**src/rtl/dmem_arbiter.sv**
```systemverilog
// Two-port arbiter and one-shot access sequencer for the single-port data memory.
// Optional build macro DMEM_ARB_RR_EN: round-robin on ties; otherwise port 0 has fixed priority.
module dmem_arbiter #(
   parameter int DEPTH_WORDS = 64
) (
   input  logic        Clock,
   input  logic        ResetL,
   input  logic        Req0,
   input  logic        Req1,
   input  logic        We0,
   input  logic        We1,
   input  logic [31:0] Addr0,
   input  logic [31:0] Addr1,
   input  logic [31:0] WData0,
   input  logic [31:0] WData1,
   output logic [31:0] RData0,
   output logic [31:0] RData1,
   output logic        Ack0,
   output logic        Ack1,
   output logic        Err0,
   output logic        Err1,
   output logic [31:0] MemAddress,
   output logic [31:0] MemWriteData,
   output logic        MemoryRead,
   output logic        MemoryWrite,
   input  logic [31:0] MemReadData,
   output logic        Busy
);

   typedef enum logic [1:0] {IDLE, ACCESS, CAPTURE, DONE} state_t;

   localparam logic [31:0] DEPTH_LIMIT = 32'(DEPTH_WORDS);

   state_t      state, state_next;
   logic        accept;
   logic        winner;
   logic        sel_we;
   logic [31:0] sel_addr;
   logic [31:0] sel_wdata;
   logic        sel_legal;
   logic        grant;
   logic        lat_we;
   logic        legal;

   assign accept = (state == IDLE) && (Req0 || Req1);

`ifdef DMEM_ARB_RR_EN
   // rr_ptr remembers the last granted port; a tie goes to the other one.
   logic rr_ptr;

   assign winner = (Req0 && Req1) ? ~rr_ptr : ~Req0;

   always_ff @(posedge Clock or negedge ResetL) begin
      if (!ResetL) begin
         rr_ptr <= 1'b1;
      end else if (accept) begin
         rr_ptr <= winner;
      end
   end
`else
   assign winner = ~Req0;
`endif

   assign sel_we    = winner ? We1    : We0;
   assign sel_addr  = winner ? Addr1  : Addr0;
   assign sel_wdata = winner ? WData1 : WData0;
   assign sel_legal = (sel_addr[1:0] == 2'b00) && ({2'b00, sel_addr[31:2]} < DEPTH_LIMIT);

   always_ff @(posedge Clock or negedge ResetL) begin
      if (!ResetL) begin
         state <= IDLE;
      end else begin
         state <= state_next;
      end
   end

   // Strobes, Ack and Err decode straight from state, so an asynchronous
   // reset mid-ACCESS removes them at once and a pending write never lands.
   always_comb begin
      // NOTE: every signal gets a default first, so no path leaves one unassigned and no latch is inferred.
      state_next  = state;
      MemoryRead  = 1'b0;
      MemoryWrite = 1'b0;
      Ack0        = 1'b0;
      Ack1        = 1'b0;
      Err0        = 1'b0;
      Err1        = 1'b0;
      Busy        = 1'b1;
      case (state)
         IDLE: begin
            Busy = 1'b0;
            if (accept) state_next = ACCESS;
         end
         ACCESS: begin
            MemoryRead  = legal && !lat_we;
            MemoryWrite = legal &&  lat_we;
            state_next  = CAPTURE;
         end
         CAPTURE: begin
            state_next = DONE;
         end
         DONE: begin
            Ack0       = !grant;
            Ack1       =  grant;
            Err0       = !grant && !legal;
            Err1       =  grant && !legal;
            state_next = IDLE;
         end
         default: state_next = IDLE;
      endcase
   end

   always_ff @(posedge Clock or negedge ResetL) begin
      if (!ResetL) begin
         grant        <= 1'b0;
         lat_we       <= 1'b0;
         legal        <= 1'b0;
         MemAddress   <= '0;
         MemWriteData <= '0;
         RData0       <= '0;
         RData1       <= '0;
      end else begin
         // NOTE: sequential state uses non-blocking assignments so all registers sample pre-edge values.
         if (accept) begin
            grant        <= winner;
            lat_we       <= sel_we;
            legal        <= sel_legal;
            MemAddress   <= sel_addr;
            MemWriteData <= sel_wdata;
         end
         if (state == CAPTURE) begin
            if (!legal) begin
               if (grant) RData1 <= '0;
               else       RData0 <= '0;
            end else if (!lat_we) begin
               if (grant) RData1 <= MemReadData;
               else       RData0 <= MemReadData;
            end
         end
      end
   end

endmodule

```
**config.mk**
```make
export PLATFORM = sky130hd
export DESIGN_NAME = dmem_arbiter
export DESIGN_NICKNAME = d
export VERILOG_FILES = /design/src/rtl/dmem_arbiter.sv
export SDC_FILE = /design/constraint.sdc
export NUM_CORES = 1
export LEC_CHECK = 0
export CAP_MARGIN = 10
export CORE_MARGIN = 3
export CORE_UTILIZATION = 40
export DETAILED_ROUTE_END_ITERATION = 16
export MAX_ROUTING_LAYER = met4
export PLACE_DENSITY_LB_ADDON = 0.12
export RECOVER_POWER = 100
export SLEW_MARGIN = 25
export SYNTH_ARGS = -nofsm -noshare
export SYNTH_HDL_FRONTEND = slang
export SYNTH_SLANG_ARGS = --single-unit
```
**constraint.sdc**
```tcl
create_clock -name Clock -period 2.4 [get_ports Clock]
set_input_delay 0.48 -clock Clock [delete_from_list [all_inputs] [get_ports Clock]]
set_output_delay 0.48 -clock Clock [all_outputs]
set_load 0.01 [all_outputs]
```
==> flow_summary.toml, run 1 <==
[routing]
detail-route-antenna-nets = 0
vias_per_cell = 4.96
wl_microns = 18100
drt_iter0_drc = 317
vias = 5246
wire_per_inst_microns = 17.1
drc = 0
dr.pass1.iters = 4

[floorplan]
core_sq_um = 13900
die_h_microns = 126
die_x_microns = 126
initial_core_util_pct = 41.0
io_pins = 301
design.die.area_sq_um = 15800
row_count = 43

[cts]
postCtsSetupBuffers = 0
cts_sinks = 133
htreeDepth = 4
cts_buffer_depth = 2
cts_buffers = 17
insertion_delay_ns = 0.42
tritoncts = "built"
cts_hold_buf = 0
cts_root_buf = "clkbuf_16"
cts.reportedPaths.clkPinSlew_ns = 0.06

[synth]
ys_top_cells_by_count = "nand2_1 (165), dfrtp_1 (133), o21ai_0 (121)"
synth.area.top_cells = "dfrtp_1 (58%), mux2i_1 (11%), nand2_1 (11%), o21ai_0 (11%), clkbuf_1 (1.4%)"
synth_most_common_cell = "nand2_1"
ys_types = 31
synth_seq_cells = 133
netlist_area_sq_um = 5710
avgSynthCellArea_sq_um = 9.95
synth_edf_count = 0
synth.yosys.warnings = 0
syn_inst = 574
yosysTopAreaCellShare_pct = 58.3
syn_nets = 744
synthFlopType = "dfrtp_1"
yosysTopAreaCell = "dfrtp_1"
seq_area_frac_synth_pct = 58.3
synth-async-reset-ratio_pct = 100

[run_status]
outcome = "complete, no violations"

[global_routing]
grt_max_degree = 91
grt_pass1_wl_microns = 28600
gr-total-overflow = 0
grt_pass1_vias = 5456
track_usage_pct = 23.8
grt_antenna_before_repair = 0

[setup_path]
required_ns = 1.92
r2r_end = "RData0[22]"
path_class = "reg -> out"
cp_max_fo = 3
endpoint_kind = "output port"
crit_arrival_ns = 1.80
ff2ff_path_depth = 5
critPathLaunchType = "flop"
r2r_slack_ns = 0.31
worstReg2RegStart = "legal"

[placement]
portBuffers = 300
hpwlAfterDp_microns = 13600
finalWeightedCongestion = 0.889
placed_cell_area_sq_um = 8900

[sta]
hold_viol_final = 0
fin_crit_ns = 2.28
clock_skew_ns = 0.0103
rsz0062_at_grt = "false"
post-route-period-util_pct = 95.1
setup_viol = 0
max_freq_ghz = 0.438
whs_ns = 0.400
tightest_slew_ns = 1.44
tns_ns = 0
max_slew_margin_pct = 3.99
slew_viol_final = 0

[layout]
antenna_cells = 0
post-route-util_pct = 67.5
fillers = 1075
multiInputGateArea_sq_um = 2220
regArea_sq_um = 3330
area_growth_pct = 64.5
drive_gt1_share_pct = 5.58
nets = 1035
design_area_sq_um = 9400

[power_and_ir_drop]
p_leak_uw = 0.00438
vdd_drop_max_mv = 0.531
power.density_nw_per_um2 = 929

[flow_run]
maxCapViolCount = 0

[worst_hold_path]
hp-class = "in -> async"
## sequential cells by signal (all words and copies together) (netlist names)
name and flops:
legal 1, RData1 32, grant 1, RData0 32
MemWriteData 32, MemAddress 32, state 2, lat_we 1
## layout make-up
class,count,share of cell area (%)
sequential,133,35.4
timing repair buffer,310,32.6
multi-input combinational,399,23.6
clock buffer,18,4.57
tap,180,2.40
clock inverter,14,1.33
inverter,4,0.160
## critical path, cell delays in order, from the launching register on
cell             delay, ns
dfrtp_1               0.39
ha_2                  0.20
and2_1                0.14
nor2b_1               0.13
clkdlybuf4s50_1       0.54
## routing by layer
layer / wire, microns / up-vias / GRT usage, %
met3: 1560 / 16 / 8.29
met5: 0 / - / -
met2: 9220 / 211 / 39.2
met4: 237 / 0 / 6.31
li1: - / 2548 / -
met1: 7050 / 2471 / 27.9
## placed cells by master, fill, tap and decap left out, types with 2 or more instances in the layout
cell and n:
or4_1 3, nor2b_1 3, and3_1 2, ha_2 2, inv_6 4, clkdlybuf4s50_1 165, nor4_1 7, ha_1 2
nand2_1 165, clkinv_4 2, o21ai_0 129, nor2_1 2, buf_4 2, o21ai_1 2, buf_12 2, clkinv_2 4
inv_1 4, nor3_1 2, clkbuf_2 7, mux2i_1 64, clkbuf_16 17, a31oi_1 3, dlygate4sd3_1 130, clkbuf_1 4
dfrtp_1 133, clkinvlp_4 3
## power by group
group	internal (uW)	switching (uW)	leakage [uW]	total (uW)
registers	2880	343	0.00174	3220
clock network	1430	1000	0.000267	2430
logic	1430	1650	0.00236	3070
total	5740	2990	0.00438	8730
## worst max path at each step
stage	start	end	slack (ns)	depth (start not counted)
finish	state[0]	Err1	0.12	4
global route	state[0]	Err1	0.03	4
CTS	state[0]	Err0	0.02	4
detailed placement	Addr0[26]	legal	0.30	5
global placement	Addr1[0]	legal	0.32	5
floorplan	state[0]	legal	0.81	7
## kinds of logic after synthesis
logic type / Yosys count / synth area share (%)
and+or+nand+nor: 192 / 13.9
AOI/OAI and AO/OA: 139 / 12.6
DFF: 133 / 58.3
muxes: 64 / 11.2
buffers and inverters: 42 / 3.11
adders and majority gates: 4 / 0.876
## what timing repair did
item                                   CTS  global route
endpoints found under the hold margin    0             0
setup endpoints to repair                1             4
cloned                                   0             0
gates resized for setup                  1             5
## per-stage QoR
stage                     power [uW]  setup slack [ns]  instances
after floorplan                 4620             0.806        574
after global placement          6580             0.321       1026
after detailed placement        6670             0.298       1026
after CTS                       9160            0.0245       1058
after global routing            9330            0.0258       1058
final                           8730             0.118       1058
No activity file was read; power rests on OpenSTA's default activity.
==> run 2: changes to the inputs <==
- DONT_BUFFER_PORTS: unset -> 1
- clock period: 2.4 -> 2.34 ns (I/O delays scaled with it)
==> run 2 against run 1 <==
- the run now ends with negative hold slack left
- clock skew is 0.0062 ns lower
- largest power group unchanged
- register-to-register slack improved by 0.06 ns
- setup slack better by 0.14 ns
- via count decreased by 24%
- non-clock buffer count is 304 lower
- routed wire length down 19%
- total power down 11%
- clock-buffer cell count rose by 4
- highest routed layer unchanged
- cell area down 32%
==> flow_summary.toml, run 2 (synthesized netlist as in run 1, its figures left out) <==
[setup_path]
critPathSlowestCell = "nor2b_1"
path_class = "reg -> out"
crit_buf_inv = 0
worstReg2RegStart = "legal"
cp_common_cell = "nor2b_1"
cp_max_fo = 3
r2r_slack_ns = 0.37
required_ns = 1.87
ff2ff_path_depth = 4
worstPathCellList = "ha_1, nor2b_1, nor2b_1"
endpoint_kind = "output port"
slowest_delay_ns = 0.39
critPathLaunchType = "flop"
critical_path.top_delay_family = "simple AND/OR/NAND/NOR gates"
r2r_end = "RData0[20]"
crit_arrival_ns = 1.61

[floorplan]
core_sq_um = 13900
row_count = 43
die_x_microns = 126
io_pins = 301
initial_core_util_pct = 41.0
design.die.area_sq_um = 15800
die_h_microns = 126

[routing]
wire_per_inst_microns = 19.5
drc = 0
vias_per_cell = 5.27
wl_microns = 14700
vias = 3970
drt_iter0_drc = 187
dr.pass1.iters = 4
detail-route-antenna-nets = 0

[run_status]
violations = "negative hold slack"
outcome = "finished with violations"

[layout]
final_common_cell = "nand2_1"
nets = 731
area_growth_pct = 12.4
multiInputGateArea_sq_um = 2200
drive_gt1_share_pct = 6.27
fillers = 1328
final_cell_mix = "nand2_1 (165), dfrtp_1 (133), o21ai_0 (129)"
design_area_sq_um = 6420
antenna_cells = 0
regArea_sq_um = 3330

[sta]
max_slew_margin_pct = 34.3
hold_viol_final = 133
post-route-period-util_pct = 89.0
tightest_slew_ns = 0.985
max_freq_ghz = 0.480
fin_crit_ns = 2.08
clock_skew_ns = 0.00408
rsz0062_at_grt = "false"
setup_viol = 0
tns_ns = 0
whs_ns = -0.251
slew_viol_final = 0

[global_routing]
grt_pass1_vias = 4078
grt_antenna_before_repair = 0
gr-total-overflow = 0
track_usage_pct = 19.0
grt_pass1_wl_microns = 22700
grt_max_degree = 134

[worst_hold_path]
hp-class = "in -> async"

[power_and_ir_drop]
vdd_drop_max_mv = 0.459
power.density_nw_per_um2 = 1210
p_leak_uw = 0.00296

[cts]
cts_root_buf = "clkbuf_16"
postCtsSetupBuffers = 0
insertion_delay_ns = 0.41
cts_buffer_depth = 2
cts_sinks = 133
ctsResizeCount = 0
tritoncts = "built"
htreeDepth = 4
cts.reportedPaths.clkPinSlew_ns = 0.06
cts_buffers = 17

[placement]
finalWeightedCongestion = 0.795
placed_cell_area_sq_um = 5860
portBuffers = 0
hpwlAfterDp_microns = 10700

[flow_run]
maxCapViolCount = 0
==> run 2: changes by cell type in the layout (fill, tap and decap cells not counted), sizes merged <==
cell,previous run,this run
clkdlybuf4s50,165,0
inv,8,4
clkbuf,29,24
bufinv,1,3
clkinvlp,3,1
dlygate4sd3,130,0
==> run 2: how the worst max path moves through the flow <==
stage	end	start	slack, ns	cells after the start
after floorplan	legal	state[0]	0.75	7
after global placement	Err0	state[0]	0.67	3
after detailed placement	MemWriteData[26]	state[0]	0.62	5
after CTS	Err0	state[0]	0.21	3
after global routing	RData0[20]	legal	0.1	4
final	Err0	state[0]	0.26	3
==> run 2: layout make-up <==
| class | instances | share of cell area, % |
|---|---|---|
| Sequential cell | 133 | 51.8 |
| Timing Repair Buffer | 6 | 0.799 |
| Tap cell | 180 | 3.51 |
| Clock buffer | 22 | 7.39 |
| Inverter | 4 | 0.234 |
| Clock inverter | 10 | 1.99 |
| Multi-Input combinational cell | 399 | 34.2 |
==> run 2: metrics by stage <==
stage          hold slack [ns]  utilization [%]  worst slack, ns  std cells  total power, uW
2_1_floorplan            0.172                -            0.746        574             4740
3_3_place_gp             0.175             42.0            0.666        722             5170
3_5_place_dp             0.175             42.0            0.620        722             5240
4_1_cts                 -0.267             46.4            0.209        754             7930
5_1_grt                 -0.275             46.1           0.0970        754             8290
6_report                -0.251             46.1            0.257        754             7770
==> run 2: report_power, final <==
| part | internal, uW | switching, uW |
|---|---|---|
| combinational | 429 | 872 |
| sequential | 2960 | 826 |
| clock | 1750 | 943 |
| total | 5130 | 2640 |
==> run 2: worst register-to-register path: stages, from the launching register on <==
cell and delay, ns:
dfrtp_1 0.54, nand2_1 0.15, nand3b_1 0.10, buf_2 0.76, o21ai_0 0.25
==> run 2: per-layer routing <==
layer,share of wire (%),vias to the layer above,GRT usage (%)
met5,0,-,-
met4,1.2,0,6.31
met3,11,17,8.54
met2,50,196,30.8
met1,38,1834,21.0
li1,-,1923,-
==> run 3: changes to the inputs <==
- CAP_MARGIN: 10 -> unset
==> results of run 3 <==
No change in the layout: final DEF, timing and power equal those of run 2.
